$ cat config.mk
export PLATFORM = sky130hd
export DESIGN_NAME = aes_ctr_sequencer
export DESIGN_NICKNAME = d
export VERILOG_FILES = /design/src/rtl/aes_pkg.sv /design/src/rtl/aes_ctr_watchdog.sv /design/src/rtl/aes_ctr_sequencer.sv
export SDC_FILE = /design/constraint.sdc
export NUM_CORES = 1
export LEC_CHECK = 0
export ABC_AREA = 1
export CORE_AREA = 2 2 464 466
export DETAILED_ROUTE_END_ITERATION = 7
export DIE_AREA = 0 0 466 468
export GPL_ROUTABILITY_DRIVEN = 0
export SLEW_MARGIN = 25
export SYNTH_ARGS = -nofsm -noshare
export SYNTH_HDL_FRONTEND = slang
export SYNTH_SLANG_ARGS = --single-unit
$ cat constraint.sdc
create_clock -name clk_i -period 3.96 [get_ports clk_i]
set_clock_uncertainty 0.1 [all_clocks]
set_input_delay 0.594 -clock clk_i [delete_from_list [all_inputs] [get_ports clk_i]]
set_output_delay 0.594 -clock clk_i [all_outputs]
set_load 0.05 [all_outputs]
$ cat src/rtl/aes_pkg.sv
// Shared types and helpers for the AES CTR-mode sequencer.
// Holds the FSM state encoding, datapath widths and the counter increment.
package aes_pkg;

  localparam int BLOCK_W = 128;
  localparam int KEY_W   = 256;

  typedef enum logic [2:0] {
    IDLE  = 3'd0,
    GEN   = 3'd1,
    XOR   = 3'd2,
    OUT   = 3'd3,
    GAP   = 3'd4,
    DONE  = 3'd5,
    ERROR = 3'd6
  } ctr_state_e;

  // Only the low 'width' bits count; the upper part of the block never changes.
  function automatic logic [BLOCK_W-1:0] ctr_inc(input logic [BLOCK_W-1:0] ctr,
                                                 input int unsigned width);
    logic [BLOCK_W-1:0] mask;
    if (width >= BLOCK_W) begin
      mask = {BLOCK_W{1'b1}};
    end else begin
      mask = (128'd1 << width) - 128'd1;
    end
    return (ctr & ~mask) | ((ctr + 128'd1) & mask);
  endfunction

endpackage

$ cat src/rtl/aes_ctr_watchdog.sv
// Per-block watchdog: loaded on entry to key generation, counts down while running.
// expired is raised on the last permitted cycle so the FSM leaves after exactly TIMEOUT_CYCLES.
module aes_ctr_watchdog #(
  parameter int TIMEOUT_CYCLES = 1023
) (
  input  logic clk_i,
  input  logic rst_n,
  input  logic load,
  input  logic run,
  output logic expired
);

  localparam int CW = $clog2(TIMEOUT_CYCLES + 1);

  logic [CW-1:0] count_q;

  // Down-counter; load wins over run.
  always_ff @(posedge clk_i or negedge rst_n) begin
    if (!rst_n) begin
      count_q <= {CW{1'b0}};
    end else if (load) begin
      count_q <= CW'(TIMEOUT_CYCLES - 1);
    end else if (run && (count_q != {CW{1'b0}})) begin
      count_q <= count_q - {{(CW-1){1'b0}}, 1'b1};
    end
  end

  assign expired = (count_q == {CW{1'b0}});

endmodule

$ cat src/rtl/aes_ctr_sequencer.sv
// CTR-mode controller driving one AES core: generates keystream per counter block,
// XORs it with the input stream and steps the counter after each delivered block.
module aes_ctr_sequencer
  import aes_pkg::*;
#(
  parameter int CTR_WIDTH      = 32,
  parameter int LEN_WIDTH      = 16,
  parameter int TIMEOUT_CYCLES = 1023
) (
  input  logic                 clk_i,
  input  logic                 rst_n,
  input  logic                 start_i,
  input  logic                 abort_i,
  input  logic [KEY_W-1:0]     key_i,
  input  logic [BLOCK_W-1:0]   iv_i,
  input  logic [LEN_WIDTH-1:0] num_blocks_i,
  input  logic                 pt_valid_i,
  output logic                 pt_ready_o,
  input  logic [BLOCK_W-1:0]   pt_data_i,
  output logic                 ct_valid_o,
  input  logic                 ct_ready_i,
  output logic [BLOCK_W-1:0]   ct_data_o,
  output logic                 busy_o,
  output logic                 done_o,
  output logic                 error_o,
  output logic                 aes_en_o,
  output logic [BLOCK_W-1:0]   aes_block_o,
  output logic [KEY_W-1:0]     aes_key_o,
  input  logic [BLOCK_W-1:0]   aes_result_i,
  input  logic                 aes_done_i,
  input  logic                 aes_busy_i
);

  ctr_state_e state_q, state_d, nxt;

  logic [KEY_W-1:0]     key_q;
  logic [BLOCK_W-1:0]   ctr_q;
  logic [BLOCK_W-1:0]   ks_q;
  logic [BLOCK_W-1:0]   ct_q;
  logic [LEN_WIDTH-1:0] rem_q;

  logic pt_ready_q, ct_valid_q, busy_q, done_q, error_q, aes_en_q;
  logic wd_load, wd_run, wd_expired;

  // Core busy is status only and deliberately not part of any decision.
  logic unused_busy;
  assign unused_busy = aes_busy_i;

  aes_ctr_watchdog #(
    .TIMEOUT_CYCLES(TIMEOUT_CYCLES)
  ) u_watchdog (
    .clk_i   (clk_i),
    .rst_n   (rst_n),
    .load    (wd_load),
    .run     (wd_run),
    .expired (wd_expired)
  );

  // Next-state logic; abort overrides every other transition.
  always_comb begin
    nxt     = state_q;
    state_d = state_q;
    wd_load = 1'b0;
    wd_run  = 1'b0;
    case (state_q)
      IDLE: begin
        if (start_i) begin
          nxt = (num_blocks_i == {LEN_WIDTH{1'b0}}) ? DONE : GEN;
        end else begin
          nxt = IDLE;
        end
      end
      GEN: begin
        if (aes_done_i) begin
          nxt = XOR;
        end else if (wd_expired) begin
          nxt = ERROR;
        end else begin
          nxt = GEN;
        end
      end
      XOR: begin
        if (pt_valid_i) begin
          nxt = OUT;
        end else begin
          nxt = XOR;
        end
      end
      OUT: begin
        if (ct_ready_i) begin
          nxt = (rem_q == {{(LEN_WIDTH-1){1'b0}}, 1'b1}) ? DONE : GAP;
        end else begin
          nxt = OUT;
        end
      end
      GAP:     nxt = GEN;
      DONE:    nxt = IDLE;
      ERROR:   nxt = ERROR;
      default: nxt = IDLE;
    endcase
    if (abort_i) begin
      state_d = IDLE;
    end else begin
      state_d = nxt;
    end
    wd_run  = (state_q == GEN);
    wd_load = (state_d == GEN) && (state_q != GEN);
  end

  // State register and state-decoded output flags.
  always_ff @(posedge clk_i or negedge rst_n) begin
    if (!rst_n) begin
      state_q    <= IDLE;
      pt_ready_q <= 1'b0;
      ct_valid_q <= 1'b0;
      busy_q     <= 1'b0;
      done_q     <= 1'b0;
      error_q    <= 1'b0;
      aes_en_q   <= 1'b0;
    end else begin
      state_q    <= state_d;
      pt_ready_q <= (state_d == XOR);
      ct_valid_q <= (state_d == OUT);
      busy_q     <= (state_d == GEN) || (state_d == XOR) || (state_d == OUT) || (state_d == GAP);
      done_q     <= (state_d == DONE);
      error_q    <= (state_d == ERROR);
      aes_en_q   <= (state_d == GEN);
    end
  end

  // Job registers; an abort cycle must not latch, capture or advance anything.
  always_ff @(posedge clk_i or negedge rst_n) begin
    if (!rst_n) begin
      key_q <= {KEY_W{1'b0}};
      ctr_q <= {BLOCK_W{1'b0}};
      ks_q  <= {BLOCK_W{1'b0}};
      ct_q  <= {BLOCK_W{1'b0}};
      rem_q <= {LEN_WIDTH{1'b0}};
    end else if (!abort_i) begin
      case (state_q)
        IDLE: begin
          if (start_i) begin
            key_q <= key_i;
            ctr_q <= iv_i;
            rem_q <= num_blocks_i;
          end
        end
        GEN: begin
          if (aes_done_i) begin
            ks_q <= aes_result_i;
          end
        end
        XOR: begin
          if (pt_valid_i) begin
            ct_q <= pt_data_i ^ ks_q;
          end
        end
        OUT: begin
          if (ct_ready_i) begin
            ctr_q <= ctr_inc(ctr_q, CTR_WIDTH);
            rem_q <= rem_q - {{(LEN_WIDTH-1){1'b0}}, 1'b1};
          end
        end
        default: begin
        end
      endcase
    end
  end

  assign pt_ready_o  = pt_ready_q;
  assign ct_valid_o  = ct_valid_q;
  assign ct_data_o   = ct_q;
  assign busy_o      = busy_q;
  assign done_o      = done_q;
  assign error_o     = error_q;
  assign aes_en_o    = aes_en_q;
  assign aes_block_o = ctr_q;
  assign aes_key_o   = key_q;

endmodule

# Yosys cells after proc, flatten, opt, wreduce, memory -nomap -nowiden
# Cells that the tools add are included.
# classes
n_addsub	3
eq_ne	15
muxes	20
n_bitwise	6
reduce_logical	15
# ops
op	count
$mux W128	5
$and A128 B128 Y128	2
$pmux W128 S2	1
$add A128 B1 Y128 const B	1
$not A128 Y128	1
$or A128 B128 Y128	1
$xor A128 B128 Y128	1
$mux W16	2
$pmux W16 S2	1
$mux W10	2
$mux W3	6
$pmux W3 S6	1
$eq A16 B1 Y1 const B	1
$logic_not A16 Y1	1
$sub A16 B1 Y16 const B	1
$eq A3 B3 Y1 const B	5
$eq A3 B2 Y1 const B	4
$logic_not A10 Y1	1
$reduce_bool A10 Y1	1
$sub A10 B1 Y10 const B	1
$reduce_and A3 Y1	3
$eq A3 B1 Y1 const B	2
$ne A2 B2 Y1 const B	2
$reduce_and A4 Y1	1
7 further kinds	12
# word_totals
regBits	675
out_inout_bits	518
elab_cells	72

# Logic depth before layout (Yosys ltp)
# logic_depth
ltp_word	9
depth_mapped	12

# By module
# A second synthesis with hierarchy kept.
# hier_totals
cells_unflattened	3022
area_unflattened_um2	28277.1
# modules_own_cells
mod	n_inst	cells_per_inst	area_each_um2	seq_area_each_um2
aes_ctr_sequencer	1	2927	27560.2	16641.0
aes_ctr_watchdog	1	95	716.9	250.2

# Worst setup path before layout
# Ideal clock, no wire load.
# synth_timing
path_kind	register to register
startpoint	register ctr_q[0], in the netlist aes_block_o[0]
endpoint	register ctr_q[18], in the netlist aes_block_o[18]
t_arrival_ps	1934
required_time_ps	3733
path_slack_ps	1798
stages_incl_launch_ff	10
synth_period_minus_slack_ps	2162
cell_sequence	dfrtp_1 -> ha_1 -> nand3_2 -> nor2_1 -> nand2_1 -> nor2_1 -> nand2_1 -> xor2_1 -> nor2_1 -> o21ai_0
# synth_via
elab_chain_len	5
# synth_lines
item	line	source
from (decl)	aes_ctr_sequencer.sv:37	logic [BLOCK_W-1:0] ctr_q;
from (signal assigned)	aes_ctr_sequencer.sv:135	ctr_q <= {BLOCK_W{1'b0}};
from (signal assigned)	aes_ctr_sequencer.sv:144	ctr_q <= iv_i;
from (signal assigned)	aes_ctr_sequencer.sv:160	ctr_q <= ctr_inc(ctr_q, CTR_WIDTH);
$add A128 B1 Y128	aes_pkg.sv:27	return (ctr & ~mask) | ((ctr + 128'd1) & mask);
$and A128 B128 Y128	aes_pkg.sv:27	
$or A128 B128 Y128	aes_pkg.sv:27	
$mux W128	aes_ctr_sequencer.sv:159	if (ct_ready_i) begin
$pmux W128 S2	aes_ctr_sequencer.sv:140	case (state_q)
# No other way between the ends. The select of a mux whose other input is x is not followed.
# A chain may end at the register's enable or synchronous reset.

# Worst setup path in the final report
# layout_timing
startpoint	register ctr_q[2], in the netlist aes_block_o[2]
endpoint	output aes_block_o[2]
# layout_lines
item	line	source
to (decl)	aes_ctr_sequencer.sv:27	output logic [BLOCK_W-1:0] aes_block_o,
# No word-level cell between the ends.

==> results.py <==
metrics = {
    "status": {
        "status": "completed",
    },
    "synth": {
        "synthCells": 2960,
        "synth_nets": 3629,
        "ys_seq_area_frac": 0.6077,
        "yosysWarnings": 0,
        "synth_seq_cells": 675,
        "syn-cell-area_um2": 27790,
        "avgSynthCellArea_um2": 9.390,
        "yosysUniqueCellTypes": 33,
    },
    "clocking": {
        "clk_latency_ns": 0.71,
        "clockBufferDepth": 3,
        "cts_buffers": 84,
        "cts_tree": "built",
        "numClockSinks": 675,
        "root_buffer": "clkbuf_16",
        "cts_setup_buffers": 0,
        "cts.clk_slew.worst_paths_ns": 0.06,
        "cts_max_level": 3,
    },
    "finish": {
        "drive_gt1_frac": 0.08138,
        "instances_no_fill": 7078,
        "nets": 4815,
        "syn2layout_area_growth_pct": 66.63,
    },
    "global_routing": {
        "antenna_found_initial": 138,
        "grt_start_max_net_pins": 119,
        "first_global_vias": 26170,
        "grt_usage": 0.1473,
        "grt_pass1_wl_um": 220700,
        "overflow": 0,
    },
    "flow_run": {
        "cap_violations": 0,
    },
    "floorplan": {
        "core_area_um2": 213300,
        "die_height_um": 468,
        "rows": 170,
        "dieArea_um2": 218100,
        "ios": 1182,
        "start_util": 0.1303,
        "die_x_um": 466,
    },
    "min_path": {
        "hold_path_depth": 3,
        "hold_class": "input pin to flip-flop",
        "min_from": "iv_i[35]",
        "hold_end": "aes_block_o[35]",
    },
    "critical_path": {
        "critPathLaunchType": "flip-flop",
        "cp_slowest_stage_delay_ns": 1.06,
        "critPathSlowestCell": "clkdlybuf4s50_1",
        "critPathKind": "flip-flop to primary output",
        "cp_max_fo": 6,
        "cp_top_family": "buffers and inverters",
        "worst_ep_arrival_time_ns": 2.21,
        "reg2reg_depth": 8,
        "path_buf_inv": 1,
        "worstReg2RegStart": "state_q[0]",
        "cp-end-kind": "primary output",
        "crit_required_ns": 3.27,
        "crit_chain": "clkdlybuf4s50_1",
        "worst-r2r-setup-slack_ns": 1.64,
        "r2r_end": "aes_key_o[229]",
    },
    "route": {
        "dr.pass1.iters": 6,
        "drt_iter0_markers": 1726,
        "post_drt_wl_per_cell_um": 23.54,
        "avgViaCountPerCell": 3.662,
        "drcViolationCount": 0,
        "drt_wl_total_um": 166600,
        "ant_nets": 0,
        "via_count": 25920,
    },
    "sta": {
        "setup_violations": 0,
        "tightestPinTransition_ns": 0.9837,
        "finalSetupTns_ns": 0,
        "max_freq_ghz": 0.3442,
        "drv_slew": 0,
        "slew_headroom": 0.3422,
        "fin_crit_ns": 2.905,
        "grt_setup_unrepaired": "false",
        "hold_violations": 0,
        "period_share": 0.7336,
    },
    "power": {
        "power_density_nw_per_um2": 712.3,
        "leakage_uw": 0.02015,
        "vdd_drop_max_uv": 422.7,
    },
    "placement": {
        "dp.final_hpwl_um": 139100,
        "dp.cells": 6897,
        "port_buffers": 1180,
    },
}
## per-layer routing
layer | GRT usage | vias up | part of all wire
met5 | 0 | - | 0.0043
met4 | 0.05057 | 96 | 0.034
met3 | 0.08572 | 323 | 0.14
met2 | 0.2313 | 1277 | 0.45
met1 | 0.1654 | 12470 | 0.38
li1 | - | 11750 | -
## power by group
group	internal, µW	switching (µW)
logic	4650	9590
registers	9000	1460
clock network	4880	3420
total	18500	14500
## worst reg2reg max path, cell delays in order (launching register included)
cell and delay [ns]:
dfrtp_1 0.41, nor2_1 0.07, nand2_1 0.12, nor3_4 0.08
inv_8 0.17, buf_12 0.28, buf_4 0.74, nand2_1 0.16
nand2_1 0.11
## Yosys cell counts
master | n | area, µm²
nand2_1 | 1224 | 4594
dfrtp_1 | 675 | 16890
nor2_1 | 237 | 889.6
a21oi_1 | 145 | 725.7
xnor2_1 | 129 | 1130
mux2_2 | 118 | 1329
buf_2 | 84 | 420.4
inv_1 | 77 | 289.0
o21ai_0 | 67 | 335.3
nand3_1 | 53 | 265.3
clkbuf_1 | 44 | 165.2
o22ai_1 | 15 | 93.84
nor3_1 | 13 | 65.06
xor2_1 | 12 | 105.1
mux2_1 | 10 | 112.6
buf_1 | 9 | 33.78
nand4_1 | 9 | 56.30
o21ai_1 | 7 | 35.03
ha_1 | 5 | 62.56
inv_2 | 4 | 15.01
nand3_2 | 3 | 30.03
nand3b_1 | 3 | 22.52
o211ai_1 | 3 | 22.52
a22oi_1 | 2 | 15.01
buf_4 | 2 | 15.01
nor3_2 | 2 | 20.02
or2_2 | 2 | 12.51
a31oi_1 | 1 | 6.260
a32oi_1 | 1 | 8.760
clkbuf_2 | 1 | 5.000
nor3b_1 | 1 | 7.510
nor4_1 | 1 | 6.260
o21ai_2 | 1 | 8.760
## kinds of logic after synthesis
logic type                 Yosys count  share of synthesized area
AOI/OAI and AO/OA                  242                    0.04502
muxes                              128                    0.05186
xor gates and xnor gates           141                    0.04443
and+or+nand+nor                   1548                     0.2148
buffers and inverters              221                    0.03394
adders and majority gates            5                   0.002251
DFF                                675                     0.6077
## final cells by class
type                       instances  area [µm²]
clock inverter                    38       549.3
inverter                          81       311.5
antenna                           25       62.56
clock buffer                     117        2436
fill                           23250      167000
timing repair buffer            1240       12520
multi-input combinational       2064        9988
tap                             2838        3551
sequential                       675       16890
## flip-flops by register name, indices dropped and copies added, names as in the netlist
register / cells
busy_o: 1
pt_ready_o: 1
u_watchdog.count_q: 10
aes_key_o: 256
error_o: 1
done_o: 1
ct_data_o: 128
rem_q: 16
aes_block_o: 128
state_q: 3
ct_valid_o: 1
aes_en_o: 1
ks_q: 128
## worst max-delay path by stage
stage / start / end / slack, ns / cells past startpoint
after detailed placement: abort_i / aes_key_o[79] / 0.83 / 7
final: aes_block_o[2] / aes_block_o[2] / 1.05 / 1
after CTS: aes_key_o[107] / aes_key_o[107] / 0.87 / 1
after floorplan: aes_block_o[0] / aes_block_o[18] / 1.80 / 9
after global placement: abort_i / aes_key_o[27] / 0.85 / 7
after global routing: aes_block_o[83] / aes_block_o[83] / 0.94 / 1
## through the flow
stage | util | hold WS [ns] | setup slack, ns | cell area [µm²] | total power [µW]
after floorplan | - | 0.1984 | 1.798 | 27790 | 18360
after global placement | 0.2028 | 0.3526 | 0.8464 | 43260 | 24860
after detailed placement | 0.2028 | 0.3582 | 0.8324 | 43260 | 25020
after CTS | 0.2168 | 0.2148 | 0.8690 | 46250 | 33570
after global routing | 0.2168 | 0.2703 | 0.9393 | 46260 | 34550
final | 0.2171 | 0.3165 | 1.055 | 46310 | 32990
## placed cells by master, fill, tap and decap left out, types with 3 or more instances in the layout
cell type	n
a21oi_1	145
buf_12	22
buf_4	45
bufinv_16	8
clkbuf_1	12
clkbuf_16	84
clkbuf_8	21
clkdlybuf4s50_1	1171
clkinv_16	3
clkinv_2	11
clkinv_4	3
clkinvlp_4	4
dfrtp_1	675
diode_2	25
ha_1	5
inv_1	77
inv_2	3
inv_6	5
mux2_1	10
mux2_2	118
nand2_1	1223
nand3_1	53
nand3_2	3
nand3b_1	3
nand4_1	9
nor2_1	236
nor3_1	13
o211ai_1	3
o21ai_0	67
o21ai_1	7
o22ai_1	15
xnor2_1	129
xor2_1	12
## repair_timing
action | 4_1_cts | 5_1_grt
hold endpoints to repair | 55 | 0
gates resized for setup | 0 | 0
hold buffers | 1 | 0
(Power assumes the default switching activity.)
